## config.mk

```make
export PLATFORM = sky130hd
export DESIGN_NAME = register_file_unit
export DESIGN_NICKNAME = d
export VERILOG_FILES = /design/src/rtl/register_file_unit.sv
export SDC_FILE = /design/constraint.sdc
export NUM_CORES = 1
export LEC_CHECK = 0
export CAP_MARGIN = 15
export CORE_MARGIN = 1
export CORE_UTILIZATION = 36
export CTS_CLUSTER_SIZE = 30
export DETAILED_ROUTE_END_ITERATION = 6
export SLEW_MARGIN = 30
export SYNTH_ARGS = -nofsm -noshare
export SYNTH_HDL_FRONTEND = slang
export SYNTH_SLANG_ARGS = --single-unit
```

## constraint.sdc

```tcl
create_clock -name clk -period 3.89 [get_ports clk]
set_input_delay 0.9725 -clock clk [delete_from_list [all_inputs] [get_ports clk]]
set_output_delay 0.9725 -clock clk [all_outputs]
set_load 0.05 [all_outputs]
```

## src/rtl/register_file_unit.sv

```systemverilog
// register_file_unit: NREG x DW general registers organised as high/low pairs.
// One selected register drives the data bus and one selected pair drives the
// address bus. Registers load singly or as a pair, and a pair can increment in
// place. Bus-contention errors are latched until cleared.
module register_file_unit #(
    parameter  int DW   = 8,
    parameter  int NREG = 8,
    localparam int AW   = 2 * DW,
    localparam int PW   = (NREG / 2 > 1) ? $clog2(NREG / 2) : 1
) (
    input  logic                 clk,
    input  logic                 reset,
    input  logic [NREG-1:0]      ld_en,
    input  logic [NREG-1:0]      sel_en,
    input  logic [PW-1:0]        pair_idx,
    input  logic                 ld_pair,
    input  logic                 sel_pair,
    input  logic                 inc_pair,
    input  logic [DW-1:0]        data_bus_in,
    output logic [DW-1:0]        data_bus_out,
    output logic                 data_bus_oe,
    input  logic [AW-1:0]        addr_bus_in,
    output logic [AW-1:0]        addr_bus_out,
    output logic                 addr_bus_oe,
    output logic                 inc_wrap,
    output logic                 err_contention,
    input  logic                 err_clear,
    output logic [NREG*DW-1:0]   regs_q
);

    localparam int NPAIR = NREG / 2;

    logic [DW-1:0] rf_q [NREG];
    logic [DW-1:0] rf_d [NREG];
    logic          inc_wrap_q, inc_wrap_d;
    logic          err_q, err_d;

    logic [AW-1:0] pair_val;
    logic [AW-1:0] pair_inc;
    logic          pair_hit_ld;

    // Decode the selected pair and drive both buses combinationally.
    always_comb begin
        // NOTE: every output of a combinational block gets a default first, so no path leaves it unassigned and no latch is inferred.
        pair_val     = '0;
        pair_hit_ld  = 1'b0;
        data_bus_out = '0;
        regs_q       = '0;
        // An out-of-range pair index (NREG/2 not a power of two) selects nothing.
        for (int p = 0; p < NPAIR; p++) begin
            if (pair_idx == PW'(p)) begin
                pair_val    = {rf_q[2*p], rf_q[2*p+1]};
                pair_hit_ld = ld_en[2*p] | ld_en[2*p+1];
            end
        end
        pair_inc = pair_val + AW'(1);
        // Scan downwards so the lowest set select bit is the one that wins.
        for (int i = NREG - 1; i >= 0; i--) begin
            if (sel_en[i]) data_bus_out = rf_q[i];
        end
        for (int i = 0; i < NREG; i++) begin
            regs_q[i*DW +: DW] = rf_q[i];
        end
        data_bus_oe  = (|sel_en) & ~reset;
        addr_bus_oe  = sel_pair & ~reset;
        addr_bus_out = sel_pair ? pair_val : '0;
    end

    // Next-state: single loads first, then pair increment, then pair load overrides.
    always_comb begin
        logic multi_sel;
        logic contention;
        logic pair_match;
        pair_match = 1'b0;
        for (int i = 0; i < NREG; i++) begin
            rf_d[i] = ld_en[i] ? data_bus_in : rf_q[i];
        end
        for (int p = 0; p < NPAIR; p++) begin
            if (pair_idx == PW'(p)) begin
                pair_match = 1'b1;
                if (ld_pair) begin
                    {rf_d[2*p], rf_d[2*p+1]} = addr_bus_in;
                end else if (inc_pair) begin
                    {rf_d[2*p], rf_d[2*p+1]} = pair_inc;
                end
            end
        end
        inc_wrap_d = inc_pair & ~ld_pair & pair_match & (pair_inc == '0);
        multi_sel  = (sel_en & (sel_en - NREG'(1))) != '0;
        contention = multi_sel | (ld_pair & inc_pair)
                   | ((ld_pair | inc_pair) & pair_hit_ld);
        // A new contention event takes precedence over a simultaneous clear.
        if (contention)     err_d = 1'b1;
        else if (err_clear) err_d = 1'b0;
        else                err_d = err_q;
    end

    // State registers; asynchronous reset aborts any pending update.
    always_ff @(posedge clk or posedge reset) begin
        // NOTE: the register array is reset because software reads it straight after reset; a plain RAM would not be.
        if (reset) begin
            for (int i = 0; i < NREG; i++) rf_q[i] <= '0;
            inc_wrap_q <= 1'b0;
            err_q      <= 1'b0;
        end else begin
            // NOTE: sequential state uses non-blocking assignment so every flop samples pre-edge values.
            for (int i = 0; i < NREG; i++) rf_q[i] <= rf_d[i];
            inc_wrap_q <= inc_wrap_d;
            err_q      <= err_d;
        end
    end

    assign inc_wrap       = inc_wrap_q;
    assign err_contention = err_q;

endmodule

```

==> results of run 1 <==
==> worst max-delay path: stages <==
cell                              delay (ns)
sky130_fd_sc_hd__clkdlybuf4s50_1        0.52
sky130_fd_sc_hd__nor2b_1                0.16
sky130_fd_sc_hd__buf_4                  0.19
sky130_fd_sc_hd__a221oi_1               0.09
sky130_fd_sc_hd__o311ai_1               0.23
sky130_fd_sc_hd__o21ai_0                0.12
sky130_fd_sc_hd__o21ai_0                0.18
sky130_fd_sc_hd__a22o_1                 0.22
sky130_fd_sc_hd__buf_12                 0.15
==> kinds of logic after synthesis <==
logic type / Yosys count
flops: 66
fa+ha+maj: 2
compound gates: 167
xor+xnor: 14
simple gates: 137
mux: 81
buf+inv: 56
==> placed cells by master (no fill, tap or decap), types with 9 or more instances in the layout <==
cell type                         synthesis  routed
sky130_fd_sc_hd__a21oi_1                 28      28
sky130_fd_sc_hd__a22oi_1                 28      28
sky130_fd_sc_hd__and2_1                  19      19
sky130_fd_sc_hd__buf_12                   0      13
sky130_fd_sc_hd__buf_4                    1      58
sky130_fd_sc_hd__clkbuf_16                0       9
sky130_fd_sc_hd__clkdlybuf4s50_1          0     112
sky130_fd_sc_hd__dfrtp_1                 66      66
sky130_fd_sc_hd__inv_1                   10       9
sky130_fd_sc_hd__mux2_2                  28      28
sky130_fd_sc_hd__mux2i_1                 37      37
sky130_fd_sc_hd__nand2_1                 44      44
sky130_fd_sc_hd__nand3_1                 10      10
sky130_fd_sc_hd__nor2_1                  30      30
sky130_fd_sc_hd__o211ai_1                20      20
sky130_fd_sc_hd__o21ai_0                 18      16
sky130_fd_sc_hd__o22ai_1                 40      40
sky130_fd_sc_hd__xnor2_1                 10      10
==> routing by layer <==
| metal | part of all wire [%] | vias to the layer above |
|---|---|---|
| met5 | 0 | - |
| met4 | 2.9 | 0 |
| met3 | 9.0 | 53 |
| met2 | 47 | 345 |
| met1 | 41 | 2613 |
| li1 | - | 2317 |
==> timing repair <==
action                                  CTS  global route
endpoints found under the setup margin    3             8
pin swaps                                 0             1
cloned                                    0             0
resized for setup                         1            10
endpoints found under the hold margin     0             0
==> cells in the mapped netlist, types with 2 or more instances <==
cell	n
sky130_fd_sc_hd__xnor2_1	10
sky130_fd_sc_hd__nand3b_1	2
sky130_fd_sc_hd__nand2b_1	5
sky130_fd_sc_hd__mux2i_1	37
sky130_fd_sc_hd__xor2_2	2
sky130_fd_sc_hd__a22o_1	8
sky130_fd_sc_hd__o21ai_0	18
sky130_fd_sc_hd__a21oi_1	28
sky130_fd_sc_hd__o311ai_0	8
sky130_fd_sc_hd__mux4_1	8
sky130_fd_sc_hd__mux2_2	28
sky130_fd_sc_hd__nor2_1	30
sky130_fd_sc_hd__dfrtp_1	66
sky130_fd_sc_hd__nand4_1	5
sky130_fd_sc_hd__a221oi_1	7
sky130_fd_sc_hd__nand2_1	44
sky130_fd_sc_hd__or3_1	2
sky130_fd_sc_hd__inv_1	10
sky130_fd_sc_hd__a22oi_1	28
sky130_fd_sc_hd__o211ai_1	20
sky130_fd_sc_hd__clkbuf_1	38
sky130_fd_sc_hd__or2_2	3
sky130_fd_sc_hd__o22ai_1	40
sky130_fd_sc_hd__mux4_2	8
sky130_fd_sc_hd__buf_1	2
sky130_fd_sc_hd__buf_6	2
sky130_fd_sc_hd__xor2_1	2
sky130_fd_sc_hd__nor3_1	3
sky130_fd_sc_hd__o221ai_1	4
sky130_fd_sc_hd__and2_1	19
sky130_fd_sc_hd__nand3_1	10
sky130_fd_sc_hd__nor2b_1	5
==> cell type report <==
cell class / count / area [um^2] / area share (%)
Sequential cell: 66 / 1650 / 23.3
Inverter: 11 / 41.3 / 0.582
Tap cell: 176 / 220 / 3.10
Timing Repair Buffer: 184 / 1830 / 25.7
Clock inverter: 3 / 15.0 / 0.212
Clock buffer: 12 / 256 / 3.62
Multi-Input combinational cell: 401 / 3080 / 43.5
==> worst paths after layout <==
kind,end,cells past startpoint
hold / removal,regs_q[40]$_DFF_PP0_,2
setup reg to reg,inc_wrap$_DFF_PP0_,7
min in group asynchronous,inc_wrap$_DFF_PP0_,2
setup / recovery,data_bus_out[7],9
hold reg to reg,regs_q[40]$_DFF_PP0_,2
max in group asynchronous,regs_q[10]$_DFF_PP0_,3
==> power by group <==
part	switching (mW)	total, mW	internal, mW	leakage, nW
clock network	0.312	0.771	0.459	0.138
registers	0.144	0.927	0.783	0.780
logic	0.948	1.53	0.584	1.96
total	1.40	3.23	1.83	2.88
==> stage by stage <==
step                util [%]  total power [mW]  TNS [ns]
floorplan                  -              1.80         0
global placement        51.1              2.44         0
detailed placement      51.1              2.45   -0.0192
CTS                     53.1              3.21         0
global route            53.1              3.33   -0.0586
finish                  53.1              3.23         0
==> state kept, by name (all words and copies together) (netlist names) <==
register / count
err_contention: 1
inc_wrap: 1
regs_q: 64
==> Implementation_results.wiki, run 1 <==
{| class="wikitable"
! Metric !! Value
|-
| Detailed-route via count || around 5300
|-
| Critical Path Source Type || input pin
|-
| Area of the die || 0.0143 mm^2
|-
| Cell Pwr Density || roughly 460 mW/mm^2
|-
| Area contributors post-synth || sky130_fd_sc_hd__dfrtp_1 33%, sky130_fd_sc_hd__mux2i_1 7.5%, sky130_fd_sc_hd__mux2_2 6.3%
|-
| Final instance area || approximately 0.0071 mm^2
|-
| Clock transition time at the flip-flop clock pins of the worst setup and hold paths || 0.05 ns
|-
| Share of the yosys chip area belonging to registers || about 33%
|-
| Syn nets || about 570
|-
| Share of synthesized area spent on multiplexers || between 20 and 25%
|-
| Router iterations before antenna repair || 5
|-
| Worst relative slew slack || 44.7%
|-
| Pin count of the biggest net entering global routing || 37
|-
| Number of warnings reported in the yosys synthesis log || 0
|-
| Post-synthesis share of cell area spent on and, or, nand and nor gates || 14.3%
|-
| DRC violation count after routing || 0
|-
| Number of enable flip-flop cells after synthesis || 0
|-
| Detailed-placement wirelength estimate || 16.2 mm
|-
| Final setup margin || around 0.074 ns
|-
| Maximum VDD drop || between 0.2 and 0.25 mV
|-
| First-pass GRT wire length || between 30 and 40 mm
|-
| Number of clock sinks || 66
|-
| Total Routing Usage GR || a little under a third
|-
| Setup repair after global routing missed its margin || yes
|-
| Starting Density || 37.2%
|-
| Placed inst area || 0.00682 mm^2
|-
| Detail-routed via count per cell || 6.25
|-
| Nets || slightly above 700
|-
| CTS tree || built
|-
| Cell area after synthesis || slightly below 0.005 mm^2
|-
| Worst-Margin Slew || a little over 0.8 ns
|-
| Worst setup path startpoint || sel_en[6]
|-
| Insertion delay to the later sink of the worst-skew pair || 0.35 ns
|-
| Peak-usage layer in the global routing report || met2
|-
| Data arrival time of the critical path || approximately 2.8 ns
|-
| Number of max-slew violations in the final report || 0
|-
| Adder and majority gate portion of the synthesized area || less than 1%
|-
| IO Pins || between 100 and 150
|-
| Met3 usage in global routing || 5.51%
|-
| Cell type with the highest aggregate area in the netlist || sky130_fd_sc_hd__dfrtp_1
|-
| Floorplan die height || about 120 um
|-
| Number of max-capacitance violations reported || 0
|-
| # fillers || between 1000 and 1500
|-
| Congestion Overflow GR || 0
|-
| Run status || finished, final reports clean
|-
| Initial detailed-routing violation count || 575
|-
| Gpl congestion || 0.959
|-
| Mean Syn Cell Area || around 9.5 um^2
|-
| Max clock buf depth || 2
|-
| Reg2Reg Setup Slack || ~1.3 ns
|-
| Hold WS || 0.619 ns
|-
| Core region area || 0.0133 mm^2
|-
| Die width || ~120 um
|-
| Reg-to-reg critical path startpoint || regs_q[25]$_DFF_PP0_
|-
| Number of global-route vias before repair || 5250
|-
| Non-filler cells, final || ~850
|-
| Final count of hold timing violations || 0
|-
| Post-layout minimum cycle time || between 3 and 4 ns
|-
| Placed instance count || 838
|-
| Final Skew || 0.00431 ns
|-
| Clock tree root driver cell || sky130_fd_sc_hd__clkbuf_16
|-
| Total length of routed wires || approximately 22 mm
|-
| Row count || 42
|-
| Peak Freq || 262 MHz
|-
| Mean routed wirelength per cell || roughly 26 um
|-
| Number of levels the H-tree was split into || 3
|-
| Worst setup path class || in2out
|-
| Post-synth top flop || sky130_fd_sc_hd__dfrtp_1
|-
| Complex-gate fraction of the synthesized area || 22.7%
|-
| Largest family of logic cells by synthesized area || compound AO/OA/AOI/OAI gates
|-
| Fraction of layout instances using a drive strength above 1 || 19.5%
|-
| CTS Buf Count || 9
|-
| Synthesized instance count || between 500 and 600
|-
| Relative area change from synthesis to final layout || 42.7%
|-
| Routing usage on met2 || between 40% and 50%
|-
| Top cell type's share of synthesized area || 33.2%
|-
| Largest fanout of any net on the critical path || 7
|-
| Number of nets with antenna violations after routing || 0
|-
| Finish-stage setup viols || 0
|-
| Place WS || -0.0192 ns
|-
| M1 GR Usage || 42.9%
|-
| Post-CTS setup repair buffer count || 0
|-
| Initial antenna violation count || 0
|-
| Xor-xnor portion of the synthesized cell area || under 10%
|-
| Synthesis-stage register bit count || 66
|-
| Buffers added on ports || between 100 and 150
|-
| Number of antenna repair diodes || 0
|-
| Leakage power total || about 2.9 nW
|-
| Type of the worst min-delay path || reg2reg
|-
| Critical path data required time || between 2 and 3 ns
|-
| Share of the clock period used by the worst path after layout || between 90% and 100%
|-
| Worst Setup End Kind || output pin
|-
| Worst hold start || regs_q[40]$_DFF_PP0_
|-
| Proportion of register bits with asynchronous set or reset after synthesis || between 90% and 100%
|-
| Unique cell type count in the Yosys netlist || 53
|-
| Hold_buf cts || 0
|}
(Power assumes the default switching activity.)
==> inputs of run 2 (changes only) <==
--- a/config.mk
+++ b/config.mk
@@ -6,7 +6,7 @@
 export NUM_CORES = 1
 export LEC_CHECK = 0
 export CAP_MARGIN = 15
-export CORE_MARGIN = 1
+export CORE_MARGIN = 3
 export CORE_UTILIZATION = 36
 export CTS_CLUSTER_SIZE = 30
 export DETAILED_ROUTE_END_ITERATION = 6
==> Implementation_results.wiki, run 2 (synthesis gave the netlist of run 1 again) <==
{| class="wikitable"
! Metric !! Value
|-
| Run status || finished, final reports clean
|-
| Total length of routed wires || 23.0 mm
|-
| Commonest non-fill, non-tap cell in the layout || sky130_fd_sc_hd__clkdlybuf4s50_1
|-
| CTS Buf Count || 9
|-
| Gpl congestion || between 0.9 and 1
|-
| Number of max-capacitance violations reported || 0
|-
| Number of global-route vias before repair || 5325
|-
| Final count of hold timing violations || 0
|-
| Leakage power total || approximately 2.9 nW
|-
| Floorplan die height || around 120 um
|-
| Clock transition time at the flip-flop clock pins of the worst setup and hold paths || approximately 0.060 ns
|-
| Max clock buf depth || 2
|-
| Row count || between 40 and 50
|-
| Total Routing Usage GR || 30.7%
|-
| CTS tree || built
|-
| Share of the clock period used by the worst path after layout || between 90% and 100%
|-
| Detailed-placement wirelength estimate || between 15 and 20 mm
|-
| Largest fanout of any net on the critical path || 20
|-
| DRC violation count after routing || 0
|-
| Final Skew || a little over 0.007 ns
|-
| Logic depth of the worst register-to-register path || 8
|-
| Critical path data required time || about 2.9 ns
|-
| Number of max-slew violations in the final report || 0
|-
| Insertion delay to the later sink of the worst-skew pair || between 0.3 and 0.4 ns
|-
| Clock tree root driver cell || sky130_fd_sc_hd__clkbuf_16
|-
| Worst-Margin Slew || around 0.80 ns
|-
| Peak Freq || around 260 MHz
|-
| Non-filler cells, final || roughly 860
|-
| Nets || 730
|-
| Setup repair after global routing missed its margin || no
|-
| Router iterations before antenna repair || 5
|-
| Congestion Overflow GR || 0
|-
| Core region area || about 0.013 mm^2
|-
| Number of levels the H-tree was split into || 3
|-
| Post-layout minimum cycle time || 3.81 ns
|-
| Area of the die || 0.0153 mm^2
|-
| Worst Setup End Kind || output pin
|-
| Type of the worst min-delay path || reg2reg
|-
| Finish-stage setup viols || 0
|-
| IO Pins || 140
|-
| Starting Density || a little under two fifths
|-
| Number of nets with antenna violations after routing || 0
|-
| Initial detailed-routing violation count || roughly 740
|-
| Sum Neg Setup Slack || 0 ns
|-
| Peak-usage layer in the global routing report || met2
|-
| First-pass GRT wire length || roughly 34 mm
|-
| Fraction of layout instances using a drive strength above 1 || approximately a fifth
|-
| Hold_buf cts || 0
|-
| Number of clock sinks || between 60 and 70
|-
| # fillers || 1225
|-
| Relative area change from synthesis to final layout || 44.0%
|-
| Final setup margin || approximately 0.083 ns
|-
| Worst relative slew slack || approximately 46%
|-
| Commonest non-fill, non-tap cells in the layout || 110 x sky130_fd_sc_hd__clkdlybuf4s50_1, 67 x sky130_fd_sc_hd__buf_4, 66 x sky130_fd_sc_hd__dfrtp_1
|-
| Mean routed wirelength per cell || 26.6 um
|-
| Hold WS || around 0.62 ns
|-
| Cell Pwr Density || around 450 mW/mm^2
|-
| Critical Path Source Type || input pin
|-
| Detail-routed via count per cell || 6.28
|-
| Data arrival time of the critical path || 2.83 ns
|-
| Maximum VDD drop || between 0.2 and 0.25 mV
|-
| Initial antenna violation count || 0
|-
| M1 GR Usage || 41.5%
|-
| Place WS || about 0.025 ns
|-
| Pin count of the biggest net entering global routing || 45
|-
| Worst setup path class || in2out
|-
| Die width || approximately 120 um
|-
| Number of antenna repair diodes || 0
|-
| Depth of the worst hold-timing path || 2
|-
| Routing usage on met2 || around half
|-
| Final design utilization || between 50 and 60%
|-
| Number of flip-flops under the largest register name || 64
|-
| Placed instance count || around 850
|-
| Detailed-route via count || 5417
|-
| Buffers added on ports || 139
|-
| Met3 usage in global routing || 6.91%
|}
[run 2: cell types whose count changed in the layout (fill, tap and decap cells not counted), sizes merged]
cell / before / now
dlygate4sd2: 1 / 0
buf: 71 / 79
clkinv: 4 / 2
clkinvlp: 0 / 5
clkdlybuf4s50: 112 / 110
clkbuf: 12 / 10
dlymetal6s2s: 0 / 3
[run 2: where the power goes]
part           internal (mW)  total, mW  switching [mW]
clock                  0.447      0.783           0.336
sequential             0.783      0.929           0.146
combinational          0.584       1.54           0.955
[run 2: metrics by stage]
step	power [mW]	instance area, um^2
CTS	3.24	7150
detailed placement	2.46	6860
floorplan	1.80	4970
global placement	2.45	6860
finish	3.25	7160
global route	3.36	7160
[run 2: path summary, 6_finish.rpt]
check | start | end | slack, ns
worst min register to register | regs_q[26]$_DFF_PP0_ | regs_q[26]$_DFF_PP0_ | 0.62
max in group asynchronous | reset | regs_q[30]$_DFF_PP0_ | 2.10
min in group asynchronous | reset | regs_q[53]$_DFF_PP0_ | 1.14
worst max register to register | regs_q[25]$_DFF_PP0_ | regs_q[38]$_DFF_PP0_ | 1.30
worst min-delay path | regs_q[26]$_DFF_PP0_ | regs_q[26]$_DFF_PP0_ | 0.62
worst max-delay path | pair_idx[0] | addr_bus_out[2] | 0.08
[run 2: per-layer routing]
layer  vias up  wire length (um)
li1       2339                 -
met1      2649              9320
met2       378             10800
met3        51              2120
met4         0               754
met5         -                 0
[run 2: worst max-delay path, cell delays in order]
cell and delay, ns:
sky130_fd_sc_hd__clkdlybuf4s50_1 0.51, sky130_fd_sc_hd__buf_12 0.18, sky130_fd_sc_hd__buf_4 0.16, sky130_fd_sc_hd__mux4_2 0.60, sky130_fd_sc_hd__and2_1 0.21, sky130_fd_sc_hd__buf_4 0.18
[run 2: layout make-up]
class / instances / area, um^2 / share of cell area (%)
Clock buffer: 10 / 239 / 3.34
Timing Repair Buffer: 192 / 1880 / 26.3
Inverter: 11 / 41.3 / 0.577
Multi-Input combinational cell: 401 / 3080 / 43.1
Tap cell: 176 / 220 / 3.08
Clock inverter: 6 / 42.5 / 0.594
Sequential cell: 66 / 1650 / 23.1
[run 2: repair_timing]
action / CTS / global route
buffers inserted: 0 / 0
resized for setup: 0 / 13
endpoints found under the setup margin: 0 / 11
==> variant, RTL diff (config.mk and constraints of run 2) <==
Set the parameter `DW` to 9 (it was 8).
--- a/src/rtl/register_file_unit.sv
+++ b/src/rtl/register_file_unit.sv
@@ -3,7 +3,7 @@
 // address bus. Registers load singly or as a pair, and a pair can increment in
 // place. Bus-contention errors are latched until cleared.
 module register_file_unit #(
-    parameter  int DW   = 8,
+    parameter  int DW   = 9,
     parameter  int NREG = 8,
     localparam int AW   = 2 * DW,
     localparam int PW   = (NREG / 2 > 1) ? $clog2(NREG / 2) : 1
Interface: changed (5 resized); port bits go from 140 to 154. The function was not compared with the original's and may differ.
==> variant against run 2 <==
  * Wire length rose by 4.9%
  * Non-clock buffer count rose by 19
  * Sequential power rose by 9.8%
  * Utilization fell by 0.25 points
  * Sequential cell count rose by 8
  * First-iteration DRC count fell by 16%
  * Die area rose by 8.3%
  * Total power rose by 6.9%
  * Worst setup slack got worse by 0.019 ns
  * Clock power barely moved
  * Cell area rose by 8.8%
  * Synthesized cell count rose by 6.9%
  * Synthesized area rose by 8.7%
  * Critical path type unchanged
==> variant: results (changes against run 2) <==
power:
  p_leak_nw: 3.18  # was 2.92 nW
  p_comb_mw: 1.68  # was 1.54 mW
  vdd_drop_max_uv: 254  # was 216 uV
  pg_clk_mw: 0.780  # was 0.783 mW
  switching_share_pct: 43.4  # was 44.2%
  power_density_nw_per_um2: 446  # was 454 nW/um2
worst_setup_path:
  reg2reg_from: "regs_q[10]"  # was regs_q[25]
  critPathSlowestCell: "clkdlybuf4s50_1"  # was mux4_2
  critPathLaunch: "sel_en[7]"  # was pair_idx[0]
  cp_max_fo: 5  # was 20
  crit_family: "buffers and inverters"  # unchanged
  cp.arrival_ns: 2.85  # was 2.83 ns
  cp_slowest_stage_delay_ns: 0.55  # was 0.60 ns
grt:
  grt_pass1_wl_um: 35900  # was 33700 um
  use_met3_pct: 5.94  # was 6.91%
  grt_pass1_vias: 5836  # was 5325
  grt_use_met2_pct: 44.8  # was 48.1%
  met1_usage_pct: 39.8  # was 41.5%
  grt_max_degree: 38  # was 45
  grtUsageTotal_pct: 28.8  # was 30.7%
timing:
  fin_skew_ns: 0.00600  # was 0.00704 ns
  worst_pin_slew_ns: 0.915  # was 0.804 ns
synth:
  synthDistinctLibCells: 55  # was 53
  synth_adder_area_share_pct: 0.834  # was 0.453%
  synth-compound-area-share_pct: 22.3  # was 22.7%
  synthXorXnorAreaFrac_pct: 2.76  # was 2.77%
  synth_cells: 559  # was 523
  synth_mux_area_share_pct: 21.8  # was 21.7%
  ys_seq_area_share_pct: 34.3  # was 33.2%
  synth_nets: 612  # was 572
  ys_top_cells_by_area: "dfrtp_1 34%, mux2i_1 10%, mux4_2 7.1%"  # was dfrtp_1 33%, mux2i_1 7.5%, mux2_2 6.3%
  synthTopCellsByCount: "74 x dfrtp_1, 56 x o22ai_1, 54 x mux2i_1, 31 x clkbuf_1, 31 x nor2_1"  # was 66 x dfrtp_1, 44 x nand2_1, 40 x o22ai_1, 38 x clkbuf_1, 37 x mux2i_1
drt:
  wl_met2_um: 11000  # was 10800 um
  wirelength_met1_um: 9750  # was 9320 um
  via_per_inst: 6.35  # was 6.28
  wire_per_inst_um: 26.2  # was 26.6 um
  dr_wl_met3_um: 2540  # was 2120 um
  first_iter_violations: 621  # was 737
  first_pass_iters: 7  # was 5
final_layout:
  fin_cells: 920  # was 862
  num_antenna_cells: 0  # unchanged
  largest_reg_flops: 72  # was 64
  drive_above_1_share_pct: 20.7  # about the same
  fin_nets: 785  # was 730
placed_design:
  place_inst: 905  # was 846
  numPortBuffers: 153  # was 139
  place_congestion: 0.955  # was 0.948
  dpl.hpwl_um: 17900  # was 17000 um
  dpl_worst_slack_ns: 0.0179  # was 0.0245 ns
  placed_cell_area_um2: 7510  # was 6860 um2
cts:
  clockBufferDepth: 2  # unchanged
  h-tree-depth: 3  # unchanged
  root_buffer: "clkbuf_16"  # unchanged
  clk_pin_slew_ns: 0.06  # about the same
outcome:
  status: "complete, no violations"  # unchanged
min_path:
  worstHoldStart: "err_contention"  # was regs_q[26]
[variant: cell type report]
| cell class | instances | area, um2 |
|---|---|---|
| fill | 1338 | 6800 |
| tap | 184 | 230 |
| sequential | 74 | 1850 |
| inverter | 16 | 60.1 |
| multi-input combinational | 420 | 3290 |
| clock buffer | 13 | 260 |
| clock inverter | 2 | 12.5 |
| timing repair buffer | 211 | 2080 |
[variant: path summary, 6_finish.rpt]
check	to	slack [ns]	cells after the start
worst min register to register	err_contention	0.56	2
max in group asynchronous	regs_q[61]	2.32	3
worst max register to register	inc_wrap	1.32	7
min in group asynchronous	regs_q[60]	1.19	3
worst min-delay path	err_contention	0.56	2
worst max-delay path	data_bus_out[8]	0.06	9
[variant: what timing repair did]
item / 4_1_cts / 5_1_grt
setup buffers: 0 / 0
setup endpoints to repair: 0 / 8
resized for setup: 0 / 17
hold buffers: 0 / 0
[variant: worst min-delay path, stage by stage, from the launching register on]
cell and delay [ns]:
dfrtp_1 0.35, a222oi_1 0.08, o2111ai_1 0.09
